### config.mk
export PLATFORM = sky130hd
export DESIGN_NAME = glitch_pulse_gen_flat
export DESIGN_NICKNAME = d
export VERILOG_FILES = /design/src/rtl/glitch_pulse_gen_pkg.sv /design/src/rtl/glitch_pulse_gen_if.sv /design/src/rtl/glitch_pulse_gen_rise_detect.sv /design/src/rtl/glitch_pulse_gen.sv /design/src/flat_wrapper.sv
export SDC_FILE = /design/constraint.sdc
export NUM_CORES = 1
export LEC_CHECK = 0
export ABC_AREA = 1
export CORE_ASPECT_RATIO = 1.2
export CORE_UTILIZATION = 45
export DETAILED_ROUTE_END_ITERATION = 16
export PLACE_DENSITY_LB_ADDON = 0.05
export RECOVER_POWER = 100
export SYNTH_ARGS = -nofsm -noshare
export SYNTH_HDL_FRONTEND = slang
export SYNTH_HIERARCHICAL = 1
export SYNTH_SLANG_ARGS = --single-unit
export TNS_END_PERCENT = 100
### constraint.sdc
create_clock -name sc_clk -period 4.9 [get_ports sc_clk]
set_input_delay 0.98 -clock sc_clk [delete_from_list [all_inputs] [get_ports sc_clk]]
set_output_delay 0.98 -clock sc_clk [all_outputs]
set_load 0.01 [all_outputs]
### src/rtl/glitch_pulse_gen_pkg.sv
// -----------------------------------------------------------------------------
// glitch_pkg
//
// Shared definitions for the glitch pulse generator slice.
//   - gp_state_e     : burst sequencer states
//   - CTR_W_DEFAULT  : default width of the internal down-counters
//   - clamp_to_one() : forces zero-valued cycle parameters up to one cycle
// -----------------------------------------------------------------------------
package glitch_pkg;

  localparam int unsigned CTR_W_DEFAULT = 32;

  typedef enum logic [2:0] {
    ST_IDLE  = 3'd0,  // disarmed, waiting for arm
    ST_ARMED = 3'd1,  // armed, waiting for a fresh trigger rising edge
    ST_DELAY = 3'd2,  // counting down the programmed trigger-to-pulse delay
    ST_PULSE = 3'd3,  // glitch pulse high phase
    ST_GAP   = 3'd4,  // low phase between consecutive pulses
    ST_DONE  = 3'd5   // burst finished, waiting for arm to drop
  } gp_state_e;

  // A pulse, gap or repeat count of zero has no meaningful hardware
  // interpretation, so those parameters are raised to one at elaboration.
  function automatic int unsigned clamp_to_one(input int unsigned v);
    return (v == 0) ? 1 : v;
  endfunction

endpackage : glitch_pkg

### src/rtl/glitch_pulse_gen_if.sv
// -----------------------------------------------------------------------------
// glitch_pulse_gen_if
//
// Control/status bundle of the glitch pulse generator.
//   arm        : level, 1 = allow one burst, 0 = abort / re-arm
//   trigger_in : trigger level from the upstream glitch trigger (sc_clk domain)
//   glitch_out : registered glitch pulse, active-high
//   busy       : burst in progress (delay, pulse or gap)
//   done       : burst completed
//   led_out    : armed and waiting for a trigger edge
//
// master : the controller side (drives arm/trigger_in, observes status)
// slave  : the pulse generator itself
// -----------------------------------------------------------------------------
interface glitch_pulse_gen_if;

  logic arm;
  logic trigger_in;
  logic glitch_out;
  logic busy;
  logic done;
  logic led_out;

  modport master (
    output arm,
    output trigger_in,
    input  glitch_out,
    input  busy,
    input  done,
    input  led_out
  );

  modport slave (
    input  arm,
    input  trigger_in,
    output glitch_out,
    output busy,
    output done,
    output led_out
  );

endinterface : glitch_pulse_gen_if

### src/rtl/glitch_pulse_gen_rise_detect.sv
// -----------------------------------------------------------------------------
// sc_rise_detect
//
// Single-cycle rising-edge detector for a level already synchronous to sc_clk.
// The previous value is held in a register; rise is high in the cycle where
// the input is 1 and was 0 on the previous edge.
//   sc_clk   : clock
//   sc_reset : asynchronous active-low reset (previous value cleared to 0)
//   d        : level to watch
//   rise     : d & ~previous(d)
// -----------------------------------------------------------------------------
module sc_rise_detect (
  input  logic sc_clk,
  input  logic sc_reset,
  input  logic d,
  output logic rise
);

  logic d_q;

  // NOTE: clocked state uses non-blocking assignments so every register
  // samples pre-edge values, independent of statement order.
  // NOTE: reset is asynchronous (in the sensitivity list) so the register
  // clears without a running clock.
  always_ff @(posedge sc_clk or negedge sc_reset) begin
    if (!sc_reset) begin
      d_q <= 1'b0;
    end else begin
      d_q <= d;
    end
  end

  // Because d_q resets to 0, a level that is already high coming out of
  // reset looks like a rise once; the consumer only listens while armed.
  assign rise = d & ~d_q;

endmodule : sc_rise_detect

### src/rtl/glitch_pulse_gen.sv
// -----------------------------------------------------------------------------
// glitch_pulse_gen
//
// Downstream stage of the smartcard glitch trigger. While armed it waits for a
// rising edge of trigger_in, counts DELAY_CYCLES sc_clk cycles and then emits
// REPEAT_COUNT pulses of WIDTH_CYCLES high time separated by GAP_CYCLES low
// time. One burst is produced per arm assertion.
//
// Parameters
//   DELAY_CYCLES : cycles from trigger edge detection to first pulse (0 = min)
//   WIDTH_CYCLES : pulse high time (0 clamped to 1)
//   GAP_CYCLES   : low time between pulses (0 clamped to 1)
//   REPEAT_COUNT : pulses per burst (0 clamped to 1)
//   CTR_W        : width of the down-counter and pulse counter
//
// Ports
//   sc_clk   : master clock (smartcard domain)
//   sc_reset : asynchronous active-low reset
//   bus      : glitch_pulse_gen_if.slave (arm, trigger_in in; glitch_out,
//              busy, done, led_out out)
//
// Timing: all outputs are registered and follow the state register by one
// edge. A trigger edge sampled at edge N gives the first high glitch_out after
// edge N+DELAY_CYCLES+1. An abort (arm low during a burst) clears glitch_out
// and busy on the same edge that returns the sequencer to IDLE.
// -----------------------------------------------------------------------------
module glitch_pulse_gen
  import glitch_pkg::*;
#(
  parameter int unsigned DELAY_CYCLES = 0,
  parameter int unsigned WIDTH_CYCLES = 4,
  parameter int unsigned GAP_CYCLES   = 8,
  parameter int unsigned REPEAT_COUNT = 1,
  parameter int unsigned CTR_W        = CTR_W_DEFAULT
) (
  input  logic               sc_clk,
  input  logic               sc_reset,
  glitch_pulse_gen_if.slave  bus
);

  // Effective (clamped) cycle counts at counter width.
  localparam logic [CTR_W-1:0] DELAY_C  = CTR_W'(DELAY_CYCLES);
  localparam logic [CTR_W-1:0] WIDTH_C  = CTR_W'(clamp_to_one(WIDTH_CYCLES));
  localparam logic [CTR_W-1:0] GAP_C    = CTR_W'(clamp_to_one(GAP_CYCLES));
  localparam logic [CTR_W-1:0] REPEAT_C = CTR_W'(clamp_to_one(REPEAT_COUNT));
  localparam logic [CTR_W-1:0] ONE      = CTR_W'(1);

  gp_state_e        state_q, state_d;
  logic [CTR_W-1:0] ctr_q,   ctr_d;     // cycles left in DELAY/PULSE/GAP
  logic [CTR_W-1:0] cnt_q,   cnt_d;     // pulses completed in this burst
  logic             glitch_d, busy_d, done_d, led_d;
  logic             rise;

  // ---------------------------------------------------------------------------
  // Trigger edge detection: the previous-value register updates in every
  // state, so a level that was already high when ARMED is entered never
  // produces a rise.
  // ---------------------------------------------------------------------------
  sc_rise_detect u_rise (
    .sc_clk   (sc_clk),
    .sc_reset (sc_reset),
    .d        (bus.trigger_in),
    .rise     (rise)
  );

  // ---------------------------------------------------------------------------
  // Next-state and next-output logic.
  // ---------------------------------------------------------------------------
  // NOTE: every variable gets a default before the case statement; a path
  // that skips an assignment would otherwise infer a latch.
  always_comb begin
    state_d = state_q;
    ctr_d   = ctr_q;
    cnt_d   = cnt_q;

    unique case (state_q)
      ST_IDLE: begin
        ctr_d = '0;
        cnt_d = '0;
        if (bus.arm) begin
          state_d = ST_ARMED;
        end
      end

      ST_ARMED: begin
        // Abort has priority over a simultaneous trigger edge.
        if (!bus.arm) begin
          state_d = ST_IDLE;
        end else if (rise) begin
          if (DELAY_C == '0) begin
            state_d = ST_PULSE;
            ctr_d   = WIDTH_C;
          end else begin
            state_d = ST_DELAY;
            ctr_d   = DELAY_C;
          end
        end
      end

      ST_DELAY: begin
        if (!bus.arm) begin
          state_d = ST_IDLE;
          ctr_d   = '0;
          cnt_d   = '0;
        end else if (ctr_q <= ONE) begin
          state_d = ST_PULSE;
          ctr_d   = WIDTH_C;
        end else begin
          ctr_d = ctr_q - ONE;
        end
      end

      ST_PULSE: begin
        if (!bus.arm) begin
          state_d = ST_IDLE;
          ctr_d   = '0;
          cnt_d   = '0;
        end else if (ctr_q <= ONE) begin
          // Last high cycle of this pulse.
          cnt_d = cnt_q + ONE;
          if (cnt_d >= REPEAT_C) begin
            state_d = ST_DONE;
            ctr_d   = '0;
          end else begin
            state_d = ST_GAP;
            ctr_d   = GAP_C;
          end
        end else begin
          ctr_d = ctr_q - ONE;
        end
      end

      ST_GAP: begin
        if (!bus.arm) begin
          state_d = ST_IDLE;
          ctr_d   = '0;
          cnt_d   = '0;
        end else if (ctr_q <= ONE) begin
          state_d = ST_PULSE;
          ctr_d   = WIDTH_C;
        end else begin
          ctr_d = ctr_q - ONE;
        end
      end

      ST_DONE: begin
        // Held until arm drops: one burst per arm assertion.
        if (!bus.arm) begin
          state_d = ST_IDLE;
          cnt_d   = '0;
        end
      end

      default: begin
        state_d = ST_IDLE;
        ctr_d   = '0;
        cnt_d   = '0;
      end
    endcase

    // Outputs are a registered decode of the current state. glitch_out and
    // busy are additionally qualified by arm so an abort drops them on the
    // same edge that sends the sequencer back to IDLE, not one edge later.
    glitch_d = bus.arm && (state_q == ST_PULSE);
    busy_d   = bus.arm && (state_q inside {ST_DELAY, ST_PULSE, ST_GAP});
    done_d   = (state_q == ST_DONE);
    led_d    = (state_q == ST_ARMED);
  end

  // ---------------------------------------------------------------------------
  // State, counters and output registers. The asynchronous reset drops
  // glitch_out immediately, even mid-pulse.
  // ---------------------------------------------------------------------------
  always_ff @(posedge sc_clk or negedge sc_reset) begin
    if (!sc_reset) begin
      state_q        <= ST_IDLE;
      ctr_q          <= '0;
      cnt_q          <= '0;
      bus.glitch_out <= 1'b0;
      bus.busy       <= 1'b0;
      bus.done       <= 1'b0;
      bus.led_out    <= 1'b0;
    end else begin
      state_q        <= state_d;
      ctr_q          <= ctr_d;
      cnt_q          <= cnt_d;
      bus.glitch_out <= glitch_d;
      bus.busy       <= busy_d;
      bus.done       <= done_d;
      bus.led_out    <= led_d;
    end
  end

endmodule : glitch_pulse_gen
### src/flat_wrapper.sv
// flat-port wrapper written by rule: the top's interface ports become plain ports
module glitch_pulse_gen_flat import glitch_pkg::*;
#(
  parameter int unsigned DELAY_CYCLES = 0,
  parameter int unsigned WIDTH_CYCLES = 4,
  parameter int unsigned GAP_CYCLES   = 8,
  parameter int unsigned REPEAT_COUNT = 1,
  parameter int unsigned CTR_W        = CTR_W_DEFAULT
)
  (sc_clk, sc_reset, bus_arm, bus_trigger_in, bus_glitch_out, bus_busy, bus_done, bus_led_out);
  glitch_pulse_gen_if bus_i ();
  input  logic sc_clk;
  input  logic sc_reset;
  input wire logic [$bits(bus_i.arm)-1:0] bus_arm;
  input wire logic [$bits(bus_i.trigger_in)-1:0] bus_trigger_in;
  output wire logic [$bits(bus_i.glitch_out)-1:0] bus_glitch_out;
  output wire logic [$bits(bus_i.busy)-1:0] bus_busy;
  output wire logic [$bits(bus_i.done)-1:0] bus_done;
  output wire logic [$bits(bus_i.led_out)-1:0] bus_led_out;
  assign bus_i.arm = bus_arm;
  assign bus_i.trigger_in = bus_trigger_in;
  assign bus_glitch_out = bus_i.glitch_out;
  assign bus_busy = bus_i.busy;
  assign bus_done = bus_i.done;
  assign bus_led_out = bus_i.led_out;
  glitch_pulse_gen #(.DELAY_CYCLES(DELAY_CYCLES), .WIDTH_CYCLES(WIDTH_CYCLES), .GAP_CYCLES(GAP_CYCLES), .REPEAT_COUNT(REPEAT_COUNT), .CTR_W(CTR_W)) u_core (.sc_clk(sc_clk), .sc_reset(sc_reset), .bus(bus_i));
endmodule
==> flow_summary.yaml <==
clock_network:
  numCtsBuffers: 9
  clockBufferDepth: 2
  cts_sinks: 72
  cts_setup_buffers: 0
  htreeDepth: 3
  root_buffer: "clkbuf_16"
  clk_pin_slew_ns: 0.06
  cts_hold_buf: 0
  clk_latency_ns: 0.33
  cts_tree: "yes"
  ctsResizeCount: 0
placement:
  io_buffers: 7
  gp_congestion: 0.862
  hpwlAfterDp_mm: 8.04
drt:
  wl_mm: 11.1
  drtAntennaViolNets: 0
  firstDrtPassIters: 4
  vias_per_cell: 5.13
  num_vias: 4128
  drc: 0
  drt_iter0_drc: 136
  wire_per_inst_um: 13.8
setup_path:
  cp.required_ns: 5.14
  critPathArrivalTime_ns: 3.98
  start_kind: "input pin"
  crit_top_cell: "inv_1"
  rrSetupSlack_ns: 1.85
  cp_slowest_stage_delay_ns: 0.87
  cpMaxStageDelayCell: "a31oi_1"
  cp_max_fo: 23
  crit_path_end_kind: "register"
  cpLargestDelayFamily: "buffers and inverters"
  crit_path_cell_trace: "dlygate4sd3_1, a31oi_1, inv_1, nand2_1, inv_1, nor3b_1"
  critical_path_buf_inv_count: 3
  crit_type: "in2reg"
pwr:
  power_density_nw_per_um2: 551
  ir_drop_mv: 0.328
  p_leak_nw: 2.42
timing:
  hold_viol: 0
  worstMarginPinSlew_ns: 1.80
  slew_headroom_pct: -20.0
  post-route-period-util_pct: 76.4
  tns_ns: 0
  setup-violations-final: 0
  report.final.slew_viol_count: 73
  skew_ns: 0.00807
  fin_crit_ns: 3.74
  rsz0062_at_grt: "no"
  max_freq_ghz: 0.267
  whs_ns: 0.502
die:
  fp.dieW_um: 94.5
  die-area_um2: 10700
  start_util_pct: 46.1
  die_height_um: 113
  coreArea_um2: 10000
  num_rows: 40
  pin_count: 8
layout:
  layout.nets: 682
  fillers: 1013
  drive_gt1_share_pct: 6.19
  final_cell_mix: "nand2_1, nor2_1, inv_1, dfrtp_1, nand3_1"
  layout_commonest_cell: "nand2_1"
  area_delta_synth_final_pct: 9.38
  antenna_cells: 0
grt:
  antenna_found_initial: 0
  grt_pass1_wl_mm: 18.9
  gr-total-overflow: 0
  grt_max_degree: 73
  grt_pass1_vias: 4047
  grt_usage_pct: 23.1
outcome:
  status: "finished with violations"
  violations: "max-capacitance violations, max-slew violations"
hold_path:
  hold_class: "reg2reg"
synth:
  syn-num-nets: 673
  avgSynthCellArea_um2: 6.95
  synth_cell_types: 41
  yosysSeqAreaShare_pct: 39.0
  yosysWarnings: 6
  synthesis.area_um2: 4620
  synth-seq-cells: 72
  synth_cells: 664
job:
  max_cap_viol_count: 1
[Yosys cell counts]
master | n | area share (%)
nor3b_2 | 1 | 0.27
nand2_4 | 1 | 0.24
clkinv_1 | 1 | 0.081
a31oi_1 | 3 | 0.41
or2_1 | 3 | 0.41
o31ai_1 | 1 | 0.16
nand2_2 | 4 | 0.54
and3_1 | 1 | 0.14
o211ai_1 | 1 | 0.16
nor3_4 | 1 | 0.35
nand4_1 | 10 | 1.4
dfrtp_1 | 72 | 39
o21ai_0 | 15 | 1.6
inv_1 | 83 | 6.7
o21ai_2 | 8 | 1.5
nor3_2 | 2 | 0.43
nor2_4 | 4 | 0.98
nor2_1 | 115 | 9.4
or2_2 | 2 | 0.27
buf_4 | 3 | 0.49
nor4_1 | 3 | 0.41
a31oi_2 | 1 | 0.27
nor2_2 | 12 | 1.6
and2_1 | 2 | 0.27
nor3_1 | 13 | 1.4
xor2_1 | 11 | 2.1
a21oi_1 | 13 | 1.4
o21ai_1 | 6 | 0.65
xnor2_1 | 5 | 0.95
o22ai_1 | 15 | 2.0
inv_2 | 2 | 0.16
ha_1 | 5 | 1.4
buf_8 | 1 | 0.33
buf_6 | 4 | 0.98
o2111ai_1 | 1 | 0.19
nor3b_1 | 3 | 0.49
nand3b_1 | 5 | 0.81
nand3_1 | 41 | 4.4
nand2_1 | 187 | 15
clkbuf_1 | 2 | 0.16
o32ai_1 | 1 | 0.19
[layer usage]
layer / vias to the layer above / global-route usage, % / part of all wire [%]
met2: 74 / 39.9 / 50
li1: 2127 / - / -
met5: - / 0 / 0
met3: 23 / 4.17 / 3.2
met4: 0 / 10.5 / 3.1
met1: 1904 / 27.6 / 44
[through the flow]
| stage | total power, W | setup WS, ns | instances | cell area, um^2 | utilization [%] |
|---|---|---|---|---|---|
| 5_1_grt | 0.00299 | 0.850 | 804 | 5050 | 50.4 |
| 6_report | 0.00278 | 1.16 | 804 | 5050 | 50.4 |
| 3_3_place_gp | 0.00206 | 1.53 | 788 | 4760 | 47.5 |
| 3_5_place_dp | 0.00206 | 1.40 | 788 | 4760 | 47.5 |
| 2_1_floorplan | 0.00181 | 2.63 | 664 | 4620 | - |
| 4_1_cts | 0.00284 | 1.77 | 804 | 5100 | 51.0 |
[kinds of logic (layout without fill, tap and decap cells)]
family / after synthesis / count (layout) / share of synthesized area (%)
AND/OR/NAND/NOR: 410 / 410 / 39.0
buffers and inverters: 96 / 110 / 8.95
flip-flops: 72 / 72 / 39.0
AO/OA/AOI/OAI: 65 / 65 / 8.62
XOR/XNOR: 16 / 16 / 3.04
adder cells (fa/ha/maj): 5 / 5 / 1.36
[cell type report]
class	instances	area, um^2	share of cell area (%)
flip-flops and latches	72	1800	35.7
clock buffers	9	225	4.46
repair buffers	8	72.6	1.44
clock inverters	7	120	2.38
inverters	86	323	6.39
well taps	126	158	3.12
multi-input cells	496	2350	46.5
[flip-flops by register name (all words and copies together) (netlist names)]
name,count
u_core/bus.glitch_out,1
u_core/state_q,3
u_core/bus.led_out,1
u_core/ctr_q,32
u_core/bus.busy,1
u_core/cnt_q,32
u_core/bus.done,1
u_core/u_rise/d_q,1
[worst paths after layout]
kind	start	to	cells past startpoint
min in group asynchronous	sc_reset	u_core/cnt_q[6]	1
worst min-delay path	u_core/ctr_q[12]	u_core/ctr_q[12]	1
worst min register to register	u_core/ctr_q[12]	u_core/ctr_q[12]	1
worst max register to register	u_core/state_q[1]	u_core/ctr_q[11]	7
worst max-delay path	bus_arm	u_core/ctr_q[11]	6
max in group asynchronous	sc_reset	u_core/ctr_q[27]	1
[worst register-to-register path: stages, from the launching register on]
cell	delay [ns]
dfrtp_1	0.42
inv_1	0.10
nand2_1	0.14
a31oi_1	0.80
inv_1	0.54
nand2_1	0.30
inv_1	0.36
nor3b_1	0.30
[where the power goes]
part	total [W]	internal [W]	switching, W
Combinational	0.00121	0.000390	0.000824
Clock	0.000759	0.000498	0.000261
Sequential	0.000809	0.000708	0.000101
Total	0.00278	0.00160	0.00119
(Power assumes the default switching activity.)
